## src/rtl/spi_flash_pkg.sv

```systemverilog
// Shared types and constants for the SPI NOR read sequencer.
// Also holds the header byte selector used while shifting out the command.
package spi_flash_pkg;

  typedef enum logic [2:0] {
    ST_INIT,
    ST_IDLE,
    ST_SEL,
    ST_TX,
    ST_WAIT,
    ST_OUT,
    ST_DESEL
  } state_t;

  localparam logic [7:0] CMD_READ_DEF = 8'h03;
  localparam logic [2:0] HDR_LEN      = 3'd4;
  localparam logic       REG_CTL      = 1'b0;
  localparam logic       REG_DATA     = 1'b1;

  // Byte to shift out for a given position: opcode, 3 address bytes, then filler.
  function automatic logic [7:0] tx_byte(input logic [2:0]  idx,
                                         input logic [7:0]  cmd,
                                         input logic [23:0] addr,
                                         input logic [7:0]  dummy);
    logic [7:0] b;
    case (idx)
      3'd0:    b = cmd;
      3'd1:    b = addr[23:16];
      3'd2:    b = addr[15:8];
      3'd3:    b = addr[7:0];
      default: b = dummy;
    endcase
    return b;
  endfunction

endpackage

```

## src/rtl/spi_flash_reader.sv

```systemverilog
// Read-command sequencer driving a byte-level SPI master register bus.
// Bus outputs are registered so each write strobe is visible during the state that owns it.
module spi_flash_reader
  import spi_flash_pkg::*;
#(
  parameter int         LEN_W     = 16,
  parameter logic [7:0] CMD_READ  = CMD_READ_DEF,
  parameter logic       SS_ACTIVE = 1'b0,
  parameter logic [7:0] DUMMY_TX  = 8'hFF
) (
  input  logic             i_clk,
  input  logic             i_reset,
  input  logic             i_req_valid,
  output logic             o_req_ready,
  input  logic [23:0]      i_req_addr,
  input  logic [LEN_W-1:0] i_req_len,
  output logic             o_rd_valid,
  input  logic             i_rd_ready,
  output logic [7:0]       o_rd_data,
  output logic             o_rd_last,
  output logic             o_busy,
  output logic             o_spi_addr,
  output logic             o_spi_cs,
  output logic             o_spi_we,
  output logic [7:0]       o_spi_dat,
  input  logic [7:0]       i_spi_dat,
  input  logic             i_spi_irq
);

  localparam logic [7:0] CTL_SEL   = {7'b0, SS_ACTIVE};
  localparam logic [7:0] CTL_DESEL = {7'b0, ~SS_ACTIVE};

  state_t           state_q, state_d;
  logic             init_wr_q, init_wr_d;
  logic [23:0]      addr_q, addr_d;
  logic [LEN_W-1:0] rem_q, rem_d;
  logic [2:0]       idx_q, idx_d;
  logic [2:0]       idx_inc;
  logic [7:0]       rd_data_q, rd_data_d;
  logic             rd_valid_q, rd_valid_d;
  logic             rd_last_q, rd_last_d;
  logic             spi_cs_q, spi_cs_d;
  logic             spi_we_q, spi_we_d;
  logic             spi_addr_q, spi_addr_d;
  logic [7:0]       spi_dat_q, spi_dat_d;

  assign idx_inc = idx_q + 3'd1;

  always_ff @(posedge i_clk) begin
    if (i_reset) begin
      state_q    <= ST_INIT;
      init_wr_q  <= 1'b0;
      addr_q     <= '0;
      rem_q      <= '0;
      idx_q      <= '0;
      rd_data_q  <= '0;
      rd_valid_q <= 1'b0;
      rd_last_q  <= 1'b0;
      spi_cs_q   <= 1'b0;
      spi_we_q   <= 1'b0;
      spi_addr_q <= REG_CTL;
      spi_dat_q  <= '0;
    end else begin
      state_q    <= state_d;
      init_wr_q  <= init_wr_d;
      addr_q     <= addr_d;
      rem_q      <= rem_d;
      idx_q      <= idx_d;
      rd_data_q  <= rd_data_d;
      rd_valid_q <= rd_valid_d;
      rd_last_q  <= rd_last_d;
      spi_cs_q   <= spi_cs_d;
      spi_we_q   <= spi_we_d;
      spi_addr_q <= spi_addr_d;
      spi_dat_q  <= spi_dat_d;
    end
  end

  always_comb begin
    state_d    = state_q;
    init_wr_d  = init_wr_q;
    addr_d     = addr_q;
    rem_d      = rem_q;
    idx_d      = idx_q;
    rd_data_d  = rd_data_q;
    rd_valid_d = rd_valid_q;
    rd_last_d  = rd_last_q;
    spi_cs_d   = 1'b0;
    spi_we_d   = 1'b0;
    spi_addr_d = spi_addr_q;
    spi_dat_d  = spi_dat_q;

    case (state_q)
      ST_INIT: begin
        // First cycle after reset raises the deselect write, second cycle moves on.
        if (!init_wr_q) begin
          init_wr_d  = 1'b1;
          spi_cs_d   = 1'b1;
          spi_we_d   = 1'b1;
          spi_addr_d = REG_CTL;
          spi_dat_d  = CTL_DESEL;
        end else begin
          state_d = ST_IDLE;
        end
      end

      ST_IDLE: begin
        if (i_req_valid) begin
          addr_d = i_req_addr;
          rem_d  = i_req_len;
          idx_d  = 3'd0;
          if (i_req_len != '0) begin
            state_d    = ST_SEL;
            spi_cs_d   = 1'b1;
            spi_we_d   = 1'b1;
            spi_addr_d = REG_CTL;
            spi_dat_d  = CTL_SEL;
          end
        end
      end

      ST_SEL: begin
        state_d    = ST_TX;
        spi_cs_d   = 1'b1;
        spi_we_d   = 1'b1;
        spi_addr_d = REG_DATA;
        spi_dat_d  = tx_byte(idx_q, CMD_READ, addr_q, DUMMY_TX);
      end

      ST_TX: begin
        state_d    = ST_WAIT;
        spi_addr_d = REG_DATA;
      end

      ST_WAIT: begin
        if (i_spi_irq) begin
          if (idx_q < HDR_LEN) begin
            // Bytes clocked in while the header goes out carry no data.
            idx_d      = idx_inc;
            state_d    = ST_TX;
            spi_cs_d   = 1'b1;
            spi_we_d   = 1'b1;
            spi_addr_d = REG_DATA;
            spi_dat_d  = tx_byte(idx_inc, CMD_READ, addr_q, DUMMY_TX);
          end else begin
            rd_data_d  = i_spi_dat;
            rd_valid_d = 1'b1;
            rd_last_d  = (rem_q == LEN_W'(1));
            state_d    = ST_OUT;
          end
        end
      end

      ST_OUT: begin
        // No new byte is started until the consumer takes this one; SS stays asserted.
        if (i_rd_ready) begin
          rd_valid_d = 1'b0;
          rd_last_d  = 1'b0;
          if (rem_q != '0) begin
            rem_d = rem_q - LEN_W'(1);
          end
          spi_cs_d = 1'b1;
          spi_we_d = 1'b1;
          if (rem_q == LEN_W'(1)) begin
            state_d    = ST_DESEL;
            spi_addr_d = REG_CTL;
            spi_dat_d  = CTL_DESEL;
          end else begin
            state_d    = ST_TX;
            spi_addr_d = REG_DATA;
            spi_dat_d  = tx_byte(idx_q, CMD_READ, addr_q, DUMMY_TX);
          end
        end
      end

      ST_DESEL: begin
        state_d = ST_IDLE;
      end

      default: begin
        state_d = ST_INIT;
      end
    endcase
  end

  assign o_req_ready = (state_q == ST_IDLE);
  assign o_busy      = (state_q != ST_IDLE);
  assign o_rd_valid  = rd_valid_q;
  assign o_rd_data   = rd_data_q;
  assign o_rd_last   = rd_last_q;
  assign o_spi_cs    = spi_cs_q;
  assign o_spi_we    = spi_we_q;
  assign o_spi_addr  = spi_addr_q;
  assign o_spi_dat   = spi_dat_q;

endmodule

```

## config.mk

```make
export PLATFORM = sky130hd
export DESIGN_NAME = spi_flash_reader
export DESIGN_NICKNAME = d
export VERILOG_FILES = /design/src/rtl/spi_flash_pkg.sv /design/src/rtl/spi_flash_reader.sv
export SDC_FILE = /design/constraint.sdc
export NUM_CORES = 1
export LEC_CHECK = 0
export BUFFER_PORTS_ARGS = -buffer_cell sky130_fd_sc_hd__buf_4
export CORE_MARGIN = 5
export CORE_UTILIZATION = 55
export DETAILED_ROUTE_END_ITERATION = 16
export PLACE_DENSITY_LB_ADDON = 0.25
export RECOVER_POWER = 100
export SYNTH_ARGS = -nofsm -noshare
export SYNTH_HDL_FRONTEND = slang
export SYNTH_SLANG_ARGS = --single-unit
```

## constraint.sdc

```tcl
create_clock -name i_clk -period 2.6 [get_ports i_clk]
set_clock_uncertainty 0.1 [all_clocks]
set_input_delay 0 -clock i_clk [delete_from_list [all_inputs] [get_ports i_clk]]
set_output_delay 0 -clock i_clk [all_outputs]
set_load 0.01 [all_outputs]
```

## Word level (Yosys, flattened, before mapping)

Cells that the tools add are included.

| storage, ports and cells | value |
|---|---|
| register bits | 67 |
| output and inout port bits | 23 |
| logic and storage cells | 105 |

| cells by class | value |
|---|---|
| add/sub/neg operators | 2 |
| order comparisons | 1 |
| equal/unequal tests | 23 |
| muxes and demuxes | 48 |
| bitwise logic cells | 1 |
| reductions and logical operators | 19 |

Operators with widths:

| kind | number |
|---|---|
| $pmux 8 s4 | 2 |
| $mux 8 | 7 |
| $mux 16 | 3 |
| $pmux 8 s5 | 1 |
| $pmux 16 s2 | 1 |
| $reduce_bool 16->1 | 2 |
| $mux 3 | 10 |
| $pmux 3 s7 | 1 |
| $eq 3x2->1 const B | 6 |
| $mux 1 | 18 |
| $eq 16x1->1 const B | 1 |
| $ne 2x2->1 const B | 8 |
| $sub 16x1->16 const B | 1 |
| $reduce_and 7->1 | 2 |
| $reduce_and 4->1 | 3 |
| $pmux 1 s5 | 2 |
| $reduce_bool 5->1 | 2 |
| $eq 3x1->1 const B | 3 |
| $eq 3x3->1 const B | 3 |
| $logic_not 3->1 | 3 |
| $pmux 3 s2 | 1 |
| $reduce_bool 2->1 | 3 |
| $reduce_and 5->1 | 1 |
| $pmux 1 s2 | 2 |
| other kinds (8) | 8 |

## Longest topological paths before layout

Gate-level depths: netlist (run 1).

| logic depth | value |
|---|---|
| depth after elaboration | 6 |
| mapped depth | 9 |
| depth with buffers taken out | 7 |

## Least setup slack after synthesis (run 1)

No wires, ideal clock.

| path | value |
|---|---|
| kind | reg-to-reg |
| from | register idx_q[2] |
| to | register spi_dat_q[0] (netlist: o_spi_dat[0]) |
| library setup time | 0.125 ns |
| data arrival time | 1.889 ns |
| data required time | 2.375 ns |
| slack | 0.487 ns |
| stages on the path, launching flop included | 9 |
| cells stage by stage | dfxtp_1 clkbuf_1 inv_1 ha_1 o31ai_1 nor4bb_1 o31ai_1 nor3_1 o21ai_0 |

| between the ends | value |
|---|---|
| word-level cells in the longest chain between the ends | 6 |

RTL lines:

| what | line | text |
|---|---|---|
| start, declared | spi_flash_reader.sv:37 | `logic [2:0] idx_q, idx_d;` |
| start signal, assigned | spi_flash_reader.sv:68 | `idx_q <= idx_d;` |
| $add 3x1->3 | spi_flash_reader.sv:47 | `assign idx_inc = idx_q + 3'd1;` |
| $eq 3x2->1 (tied with other cells) | spi_flash_pkg.sv:26 | `case (idx)` |
| $pmux 8 s4 | spi_flash_pkg.sv:26 |  |
| $mux 8 | spi_flash_reader.sv:137 | `if (idx_q < HDR_LEN) begin` |
| $mux 8 | spi_flash_reader.sv:136 | `if (i_spi_irq) begin` |
| $pmux 8 s5 | spi_flash_reader.sv:93 | `case (state_q)` |
| end signal, assigned | spi_flash_reader.sv:75 | `spi_dat_q <= spi_dat_d;` |
| end, declared | spi_flash_reader.sv:45 | `logic [7:0] spi_dat_q, spi_dat_d;` |

Several ways; a longest one is shown, not always the timed one. The select of a mux whose other input is x is not followed.
A chain may end at the register's enable or synchronous reset.

## Worst setup path in the final report (run 1)

| path | value |
|---|---|
| from | register rem_q[6] |
| to | register rem_q[7] |

| between the ends | value |
|---|---|
| word-level cells in the longest chain between the ends | 4 |

RTL lines:

| what | line | text |
|---|---|---|
| start, declared | spi_flash_reader.sv:36 | `logic [LEN_W-1:0] rem_q, rem_d;` |
| start signal, assigned | spi_flash_reader.sv:67 | `rem_q <= rem_d;` |
| $sub 16x1->16 | spi_flash_reader.sv:160 | `rem_d = rem_q - LEN_W'(1);` |
| $mux 16 | spi_flash_reader.sv:159 | `if (rem_q != '0) begin` |
| $mux 16 | spi_flash_reader.sv:156 | `if (i_rd_ready) begin` |
| $pmux 16 s2 | spi_flash_reader.sv:93 |  |

Several ways; a longest one is shown, not always the timed one. The select of a mux whose other input is x is not followed.

==> metrics.cfg, run 1 <==
[clock_tree]
clockRootBuffer = clkbuf_8
cts_resized = 0
cts.sinks = 67
ctsHoldBuffers = 48
cts_setup_buffers = 0
tritoncts = built
path_clk_slew_ns = 0.07
numCtsBuffers = 9
clk_latency_ns = 0.35
cts_htree_levels = 3
cts_buffer_depth = 2

[grt]
grt_pass1_wl_mm = 18.9
grt_pass1_vias = 3900
grt_max_degree = 69
overflow = 0
gr-usage-all-layers_pct = 27.6
antenna_found_initial = 0

[worst_setup_path]
crit_arrival_ns = 2.54
cp-end-kind = register
r2r_cells = 6
ff2ff_setup_slack_ns = 0.16
path_max_fanout = 10
critPathKind = reg -> reg
r2r-end = rem_q[7]$_SDFFE_PP0P_
cp.required_ns = 2.70
cp-start-kind = register
regToRegStartpoint = rem_q[6]$_SDFFE_PP0P_

[run]
maxCapViolCount = 0

[synthesis]
synth_area_per_cell_um2 = 7.60
syn_area_mm2 = 0.00370
netlist_instances = 487
yosysWarnings = 0
synth-seq-cells = 67
synth-main-ff-cell = dfxtp_1
synth_edf_count = 0
synth_fp_nets = 549
yosysUniqueCellTypes = 56
seq_area_frac_synth_pct = 36.2
async_flop_share_pct = 0

[sta]
setup_slack_ns = 0.164
period_share_pct = 93.7
worst_pin_slew_ns = 1.02
setup_viol = 0
max-slew-margin-rel_pct = 31.8
rsz0062_at_grt = no
maxSlewViolCount = 0
hold_ws_ns = 0.00861
setup_tns_ns = 0
hold_viol = 0
maxClockFrequency_mhz = 411
min_period_ns = 2.44

[die]
fp-row-count = 30
core_mm2 = 0.00668
die-height_um = 92.0
die_area_mm2 = 0.00847
chipWidth_um = 92.0
io_pins = 76
start_util_pct = 55.4

[placement]
place_hpwl_mm = 7.32
gp_congestion = 0.954
pre_cts_slack_ns = 0.352
dp.cells = 622
port_buffers = 75

[power]
p_clk_share_pct = 26.5
p_sw_share_pct = 37.4
seq_power_share_pct = 34.8
powerDensity_mw_per_mm2 = 805
p_leak_nw = 1.84
ir_drop_v = 0.000473
p_sw_w = 0.00149
internal_power_w = 0.00248
p_comb_share_pct = 38.7

[routing]
dr.pass1.iters = 9
drc = 0
drt_iter0_drc = 576
wl_per_cell_um = 16.9
vias = 4173
detail-route-antenna-nets = 0
via_per_inst = 6.08
wl_mm = 11.6

[finish]
post-route-util_pct = 73.7
fin_nets = 663
drive_gt1_share_pct = 15.3
final_cells = 686
area_delta_synth_final_pct = 33.1
diodes = 0

[min_path]
min_to = rem_q[10]$_SDFFE_PP0P_
hp-start = i_req_len[10]
hold_class = in -> reg
whs_path_depth = 4

[outcome]
outcome = complete, no violations

==> flip-flops by register name (all words and copies together) (netlist names), 3 cells and up <==
| name | flops |
|---|---|
| addr_q | 24 |
| idx_q | 3 |
| state_q | 3 |
| o_spi_dat | 8 |
| o_rd_data | 8 |
| rem_q | 16 |
==> cells by family after synthesis <==
family,count (synthesis),share of synthesized area (%)
AND/OR/NAND/NOR,190,25.1
AO/OA/AOI/OAI,168,29.2
flip-flops,67,36.2
buffers and inverters,49,5.24
adder cells (fa/ha/maj),9,3.04
multiplexers,4,1.12
==> Yosys cell counts, drive strengths merged, types with 7 or more instances <==
master  count  area share [%]
ha          9             3.0
a21oi      71             9.7
nor2       22             2.2
dfxtp      67              36
nor4        8             1.5
nand3       7            0.95
nand2      97             9.8
o21ai      33             4.6
a211oi     13             2.6
nor3       16             2.4
nor2b       7             1.2
inv        14             1.4
a222oi     15             4.1
nand2b     11             1.9
clkbuf     30             3.0
==> power by group through the flow <==
stage | logic (W) | registers, W | clock network, W
after CTS | 0.00162 | 0.00138 | 0.00105
after global placement | 0.00152 | 0.00139 | 0
final | 0.00154 | 0.00138 | 0.00105
after global routing | 0.00169 | 0.00141 | 0.00111
after detailed placement | 0.00154 | 0.00140 | 0
after floorplan | 0.00106 | 0.00138 | 0
==> layout make-up <==
type,count,area [um^2]
Timing Repair Buffer,138,1060
Sequential cell,67,1340
Tap cell,80,100
Multi-Input combinational cell,371,2140
Clock inverter,7,116
Inverter,14,52.6
Clock buffer,9,124
Fill cell,481,1750
==> critical path, cell delays in order (launching register included) <==
cell and delay [ns]:
dfxtp_1 0.37, or4_4 0.59, nand4bb_1 0.36, o21a_1 0.38, clkbuf_2 0.25, o21ai_0 0.15, a221oi_2 0.08
==> worst max-delay path by stage <==
stage	startpoint	depth (start not counted)	slack, ns	to
after detailed placement	idx_q[2]$_SDFFE_PP0P_	7	0.35	o_spi_dat[0]$_SDFFE_PP0P_
final	rem_q[6]$_SDFFE_PP0P_	6	0.16	rem_q[7]$_SDFFE_PP0P_
after CTS	idx_q[2]$_SDFFE_PP0P_	7	0.32	o_spi_dat[0]$_SDFFE_PP0P_
after global placement	rem_q[6]$_SDFFE_PP0P_	6	0.41	rem_q[13]$_SDFFE_PP0P_
after global routing	state_q[0]$_SDFFE_PP0P_	7	0.04	addr_q[7]$_SDFFE_PP0P_
after floorplan	idx_q[2]$_SDFFE_PP0P_	8	0.49	o_spi_dat[0]$_SDFFE_PP0P_
==> layer usage <==
layer	up-vias	routed length (um)	global-route usage, %
met5	-	0	0
met4	0	374	12.1
met3	47	1170	8.45
met2	237	5280	41.7
met1	1891	4770	36.3
li1	1998	-	-
==> through the flow <==
step	power [W]	area [um^2]
floorplan	0.00244	3700
global placement	0.00290	4340
detailed placement	0.00294	4340
CTS	0.00405	5060
global route	0.00421	4930
finish	0.00397	4930
==> cells in the final DEF (no fill, tap or decap), drive strengths merged, types with 3 or more instances in the layout <==
master and n:
dfxtp 67, nor2b 7, nand2b 11, o32ai 3, a22oi 3, dlygate4sd3 48, nor2 22, a21oi 71
and2 3, inv 14, o31ai 6, a221oi 4, bufinv 3, clkbuf 36, or3 5, buf 63
clkinv 3, nor4 8, mux2i 3, o21a 6, nand2 97, o21ai 33, nand3 7, a211oi 13
ha 9, a222oi 15, nor3 16
Power figures use the tool's default switching activity.
==> run 2, diff against run 1 <==
- BUFFER_PORTS_ARGS: -buffer_cell sky130_fd_sc_hd__buf_4 -> not set
- CORE_UTILIZATION: 55 -> 65
- CTS_BUF_LIST: not set -> sky130_fd_sc_hd__clkbuf_8
- DONT_BUFFER_PORTS: not set -> 1
- REMOVE_ABC_BUFFERS: not set -> 1
==> metrics.cfg, run 2 (synthesis gave the netlist of run 1 again) <==
[outcome]
outcome = complete, no violations

[run]
maxCapViolCount = 0  ; unchanged

[placement]
placed_area_mm2 = 0.00378  ; -13%
gp_congestion = 0.896  ; -6.1%
pre_cts_slack_ns = 0.302  ; -0.0491 ns
place_hpwl_mm = 6.77  ; -7.5%
port_buffers = 0  ; -100%

[grt]
grtUsageMet1_pct = 33.1  ; -3.2 points
antenna_found_initial = 0  ; unchanged
gr-usage-all-layers_pct = 30.0  ; +2.4 points
grt_max_degree = 69  ; unchanged
grt_use_met2_pct = 52.7  ; +11 points
met3_usage_pct = 6.31  ; -2.1 points
grt_pass1_wl_mm = 17.8  ; -5.7%
top_usage_layer = met2
grt_pass1_vias = 3980  ; +2.1%
overflow = 0  ; unchanged

[finish]
final_area_mm2 = 0.00454  ; -7.9%
diodes = 0  ; unchanged
drive_gt1_share_pct = 7.56  ; -7.8 points
multi_input_area_mm2 = 0.00214  ; +0.35%
final_common_cell = nand2_1
largest_reg_flops = 24  ; unchanged
area_delta_synth_final_pct = 22.5
fillers = 370  ; -23%
seqCellArea_mm2 = 0.00134  ; about the same
layout_common_cells = nand2_1 (97), a21oi_1 (70), dfxtp_1 (66), dlygate4sd3_1 (56), o21ai_0 (32)
max_flop_register = addr_q
fin_nets = 599  ; -9.7%
reg.largest.list = addr_q: 24 flops, rem_q: 16 flops

[worst_setup_path]
critPathLaunch = rem_q[6]$_SDFFE_PP0P_
ff2ff_setup_slack_ns = 0.12  ; -0.05 ns
cp-start-kind = register
regToRegStartpoint = rem_q[6]$_SDFFE_PP0P_
cp-endpoint = state_q[2]$_SDFFE_PP0P_
cp-end-kind = register
cp.required_ns = 2.79  ; +0.09 ns
r2r-end = state_q[2]$_SDFFE_PP0P_
r2r_cells = 6  ; unchanged
critPathKind = reg -> reg
crit_arrival_ns = 2.67  ; +0.13 ns
path_max_fanout = 8  ; -2

[routing]
via_per_inst = 6.42  ; +5.5%
drc = 0  ; unchanged
wl_mm = 10.9  ; -5.9%
drt_iter0_drc = 392  ; -32%
vias = 3939  ; -5.6%
wl_per_cell_um = 17.7  ; +5.1%
detail-route-antenna-nets = 0  ; unchanged
dr.pass1.iters = 8  ; -1

[sta]
setup_slack_ns = 0.117  ; -0.0472 ns
min_period_ns = 2.48  ; +0.0472 ns
period_share_pct = 95.5  ; +1.8 points
maxClockFrequency_mhz = 403  ; -1.9%
hold_viol = 0  ; unchanged
worst_pin_slew_ns = 0.640  ; -0.382 ns
maxSlewViolCount = 0  ; unchanged
max-slew-margin-rel_pct = 57.1  ; +25 points
setup_viol = 0  ; unchanged

[die]
die_area_mm2 = 0.00731  ; -14%
start_util_pct = 67.2  ; +12 points
die-height_um = 85.5  ; -7.1%
io_pins = 76  ; unchanged
core_mm2 = 0.00551  ; -18%
fp-row-count = 27  ; -10%
chipWidth_um = 85.5  ; -7.1%

[clock_tree]
clockRootBuffer = clkbuf_8
numCtsBuffers = 9  ; unchanged
cts_setup_buffers = 0  ; unchanged
cts_buffer_depth = 2  ; unchanged
cts.sinks = 67  ; unchanged
path_clk_slew_ns = 0.07  ; about the same
tritoncts = built
cts_htree_levels = 3  ; unchanged
clk_latency_ns = 0.35  ; about the same

[power]
ir_drop_v = 0.000498  ; +5.3%
seq_power_share_pct = 39.0  ; +4.2 points
p_comb_share_pct = 37.2  ; -1.5 points
total_power_w = 0.00375  ; -5.5%
p_sw_w = 0.00144  ; -2.8%
internal_power_w = 0.00231  ; -7.1%
powerDensity_mw_per_mm2 = 827  ; +2.7%
p_clk_share_pct = 23.8  ; -2.7 points
p_sw_share_pct = 38.5  ; +1.0 points
p_leak_nw = 1.63  ; -11%

[min_path]
hold_class = in -> reg

==> run 2: worst min path at each step <==
stage,startpoint,cells after the start,slack [ns],end
2_1_floorplan,i_reset,1,-0.04,rem_q[13]$_SDFFE_PP0P_
3_3_place_gp,i_reset,1,-0.02,addr_q[10]$_SDFFE_PP0P_
3_5_place_dp,i_reset,1,-0.02,rem_q[13]$_SDFFE_PP0P_
4_1_cts,i_spi_irq,3,0.04,o_rd_data[7]$_SDFFE_PP0P_
5_1_grt,i_spi_irq,3,0.13,o_rd_data[2]$_SDFFE_PP0P_
6_report,i_spi_irq,3,0.04,o_rd_data[2]$_SDFFE_PP0P_
==> run 2: power by group through the flow <==
stage | registers, W | clock network [W] | logic [W]
2_1_floorplan | 0.00142 | 0 | 0.000956
3_3_place_gp | 0.00147 | 0 | 0.00124
3_5_place_dp | 0.00148 | 0 | 0.00129
4_1_cts | 0.00146 | 0.000897 | 0.00140
5_1_grt | 0.00149 | 0.000943 | 0.00153
6_report | 0.00146 | 0.000892 | 0.00139
==> run 2: stage by stage <==
step	utilization, %	hold slack, ns	instances	TNS (ns)
finish	82.4	0.0361	614	0
global route	82.4	0.132	614	-0.0214
CTS	83.0	0.0376	614	0
detailed placement	68.6	-0.0247	541	0
global placement	68.6	-0.0237	541	0
floorplan	-	-0.0376	452	0
==> run 2: timing repair <==
action                     in CTS  in global routing
setup endpoints to repair       0                  6
hold buffers                   57                  0
hold endpoints to repair       67                  0
gates resized for setup         0                  3
==> run 2: final cells by class <==
| class | count | area share, % |
|---|---|---|
| flip-flops and latches | 67 | 29.6 |
| repair buffers | 74 | 15.4 |
| inverters | 14 | 1.16 |
| clock inverters | 4 | 0.910 |
| multi-input cells | 371 | 47.3 |
| clock buffers | 12 | 3.64 |
| well taps | 72 | 1.99 |
==> run 2: metal layers <==
layer | share of wire (%) | routed length, um | up-vias
met1 | 38 | 4190 | 1829
met5 | 0 | 0 | -
li1 | - | - | 1866
met3 | 8.8 | 960 | 28
met2 | 50 | 5450 | 216
met4 | 2.7 | 295 | 0
==> run 2: worst max-delay path, cell delays in order (launching register included) <==
cell           delay (ns)
dfxtp_1              0.36
or4_4                0.58
nand4bb_4            0.30
nor2_2               0.19
o221ai_1             0.15
a21oi_1              0.16
dlygate4sd3_1        0.57
==> run 3, diff against run 2 <==
- CORE_UTILIZATION: 65 -> 40
- TNS_END_PERCENT: not set -> 20
==> metrics.cfg, run 3 (synthesis gave the netlist of run 1 again) <==
[outcome]
outcome = complete, no violations

[finish]
max_flop_register = addr_q
fin_nets = 614  ; +2.5%
area_delta_synth_final_pct = 27.6
layout_common_cells = nand2_1 (96), a21oi_1 (71), dlygate4sd3_1 (69), dfxtp_1 (67), o21ai_0 (32)
final_area_mm2 = 0.00472  ; +4.1%
fillers = 870  ; +140%
largest_reg_flops = 24  ; unchanged
reg.largest.list = addr_q: 24 flops, rem_q: 16 flops
final_common_cell = nand2_1
diodes = 0  ; unchanged
drive_gt1_share_pct = 8.44  ; +0.87 points

[placement]
place_hpwl_mm = 7.25  ; +7.0%
placed_area_mm2 = 0.00384  ; +1.7%
port_buffers = 0  ; unchanged
gp_congestion = 0.865  ; -3.4%

[clock_tree]
cts_setup_buffers = 0  ; unchanged
cts_htree_levels = 3  ; unchanged
numCtsBuffers = 9  ; unchanged
path_clk_slew_ns = 0.07  ; about the same
cts.sinks = 67  ; unchanged
clockRootBuffer = clkbuf_8
tritoncts = built
clk_latency_ns = 0.35  ; about the same
cts_buffer_depth = 2  ; unchanged

[worst_setup_path]
r2r_cells = 5  ; -1
cp-start-kind = register
slowest_stage = or4_4
cp-end-kind = register
crit_buf_inv = 1  ; unchanged
cp_top_family = simple AND/OR/NAND/NOR gates
critPathKind = reg -> reg
cp.required_ns = 2.75  ; -0.04 ns
path_cells = or4_4, nand4bb_1, o21a_1, clkbuf_2, a221oi_1
slowest_delay_ns = 0.58  ; about the same
cp_num_cells = 5  ; -1
path_max_fanout = 11  ; +3
crit_arrival_ns = 2.62  ; -0.05 ns

[sta]
min_period_ns = 2.47  ; -0.00970 ns
setup_viol = 0  ; unchanged
hold_viol = 0  ; unchanged
hold_ws_ns = 0.0787  ; +0.0426 ns
maxSlewViolCount = 0  ; unchanged
max-slew-margin-rel_pct = 60.6  ; +3.5 points
maxClockFrequency_mhz = 404  ; +0.39%
worst_pin_slew_ns = 0.590  ; -0.0503 ns
period_share_pct = 95.1  ; -0.37 points
rsz0062_at_grt = no
setup_tns_ns = 0  ; unchanged

[die]
io_pins = 76  ; unchanged
fp-row-count = 35  ; +30%
die_area_mm2 = 0.0113  ; +54%
die-height_um = 106  ; +24%
chipWidth_um = 106  ; +24%
start_util_pct = 40.5  ; -27 points
core_mm2 = 0.00915  ; +66%

[routing]
drc = 0  ; unchanged
wl_mm = 11.3  ; +3.8%
detail-route-antenna-nets = 0  ; unchanged
dr.pass1.iters = 6  ; -2
via_per_inst = 5.77  ; -10%
drt_iter0_drc = 251  ; -36%
wl_per_cell_um = 16.9  ; -4.6%
vias = 3857  ; -2.1%

[power]
total_power_w = 0.00372  ; -0.67%
p_leak_nw = 1.72  ; +5.3%
powerDensity_mw_per_mm2 = 789  ; -4.6%
ir_drop_v = 0.000515  ; +3.4%

[grt]
grt_pass1_vias = 3825  ; -3.9%
overflow = 0  ; unchanged
grt_max_degree = 69  ; unchanged
grt_pass1_wl_mm = 18.7  ; +5.0%
antenna_found_initial = 0  ; unchanged
gr-usage-all-layers_pct = 20.3  ; -9.7 points

[run]
maxCapViolCount = 0  ; unchanged

[min_path]
whs_path_depth = 4  ; +1
hold_class = in -> reg

-- run 3: cell types whose count changed in the layout (fill, tap and decap cells not counted), sizes merged --
cell         delta
dlygate4sd3    +13
buf             +3
clkbuf          -3
clkinvlp        +2
clkinv          +1
inv             -1
-- run 3: where the power goes --
part	leakage, nW	internal [W]	switching, W
Sequential	0.545	0.00122	0.000219
Combinational	1.07	0.000597	0.000831
Clock	0.101	0.000460	0.000400
Total	1.72	0.00228	0.00145
-- run 3: worst register-to-register path, cell delays in order, from the launching register on --
cell and delay, ns:
dfxtp_1 0.37, or4_4 0.58, nand4bb_1 0.38, o21a_1 0.43, clkbuf_2 0.24, a221oi_1 0.28
-- run 3: what timing repair did --
action / CTS / global route
hold buffers: 70 / 0
endpoints found under the setup margin: 0 / 5
gates resized for setup: 0 / 2
endpoints found under the hold margin: 67 / 0
-- run 3: routing by layer --
layer	GRT usage (%)	vias to the layer above	part of all wire (%)
li1	-	1892	-
met1	25.3	1790	43
met2	33.7	149	47
met3	5.34	26	7.3
met4	7.68	0	2.4
met5	0	-	0
-- run 3: stage by stage --
stage          worst slack [ns]  util [%]  cells
6_report                  0.127      51.6    668
5_1_grt                  0.0188      51.6    668
4_1_cts                   0.167      52.0    668
3_5_place_dp              0.269      42.0    582
3_3_place_gp              0.367      42.0    582
2_1_floorplan             0.368         -    452
-- run 3: final timing paths --
kind	startpoint	endpoint	slack (ns)
max reg2reg	rem_q[6]$_SDFFE_PP0P_	rem_q[7]$_SDFFE_PP0P_	0.13
min	i_req_valid	addr_q[20]$_SDFFE_PP0P_	0.08
max	rem_q[6]$_SDFFE_PP0P_	rem_q[7]$_SDFFE_PP0P_	0.13
min reg2reg	addr_q[21]$_SDFFE_PP0P_	addr_q[21]$_SDFFE_PP0P_	0.37
-- run 3: layout make-up --
cell class | instances | area (um^2) | share of cell area (%)
flip-flops and latches | 67 | 1340 | 28.4
repair buffers | 89 | 851 | 18.0
clock inverters | 6 | 57.6 | 1.22
clock buffers | 10 | 138 | 2.91
multi-input cells | 371 | 2140 | 45.4
inverters | 14 | 52.6 | 1.11
well taps | 111 | 139 | 2.94
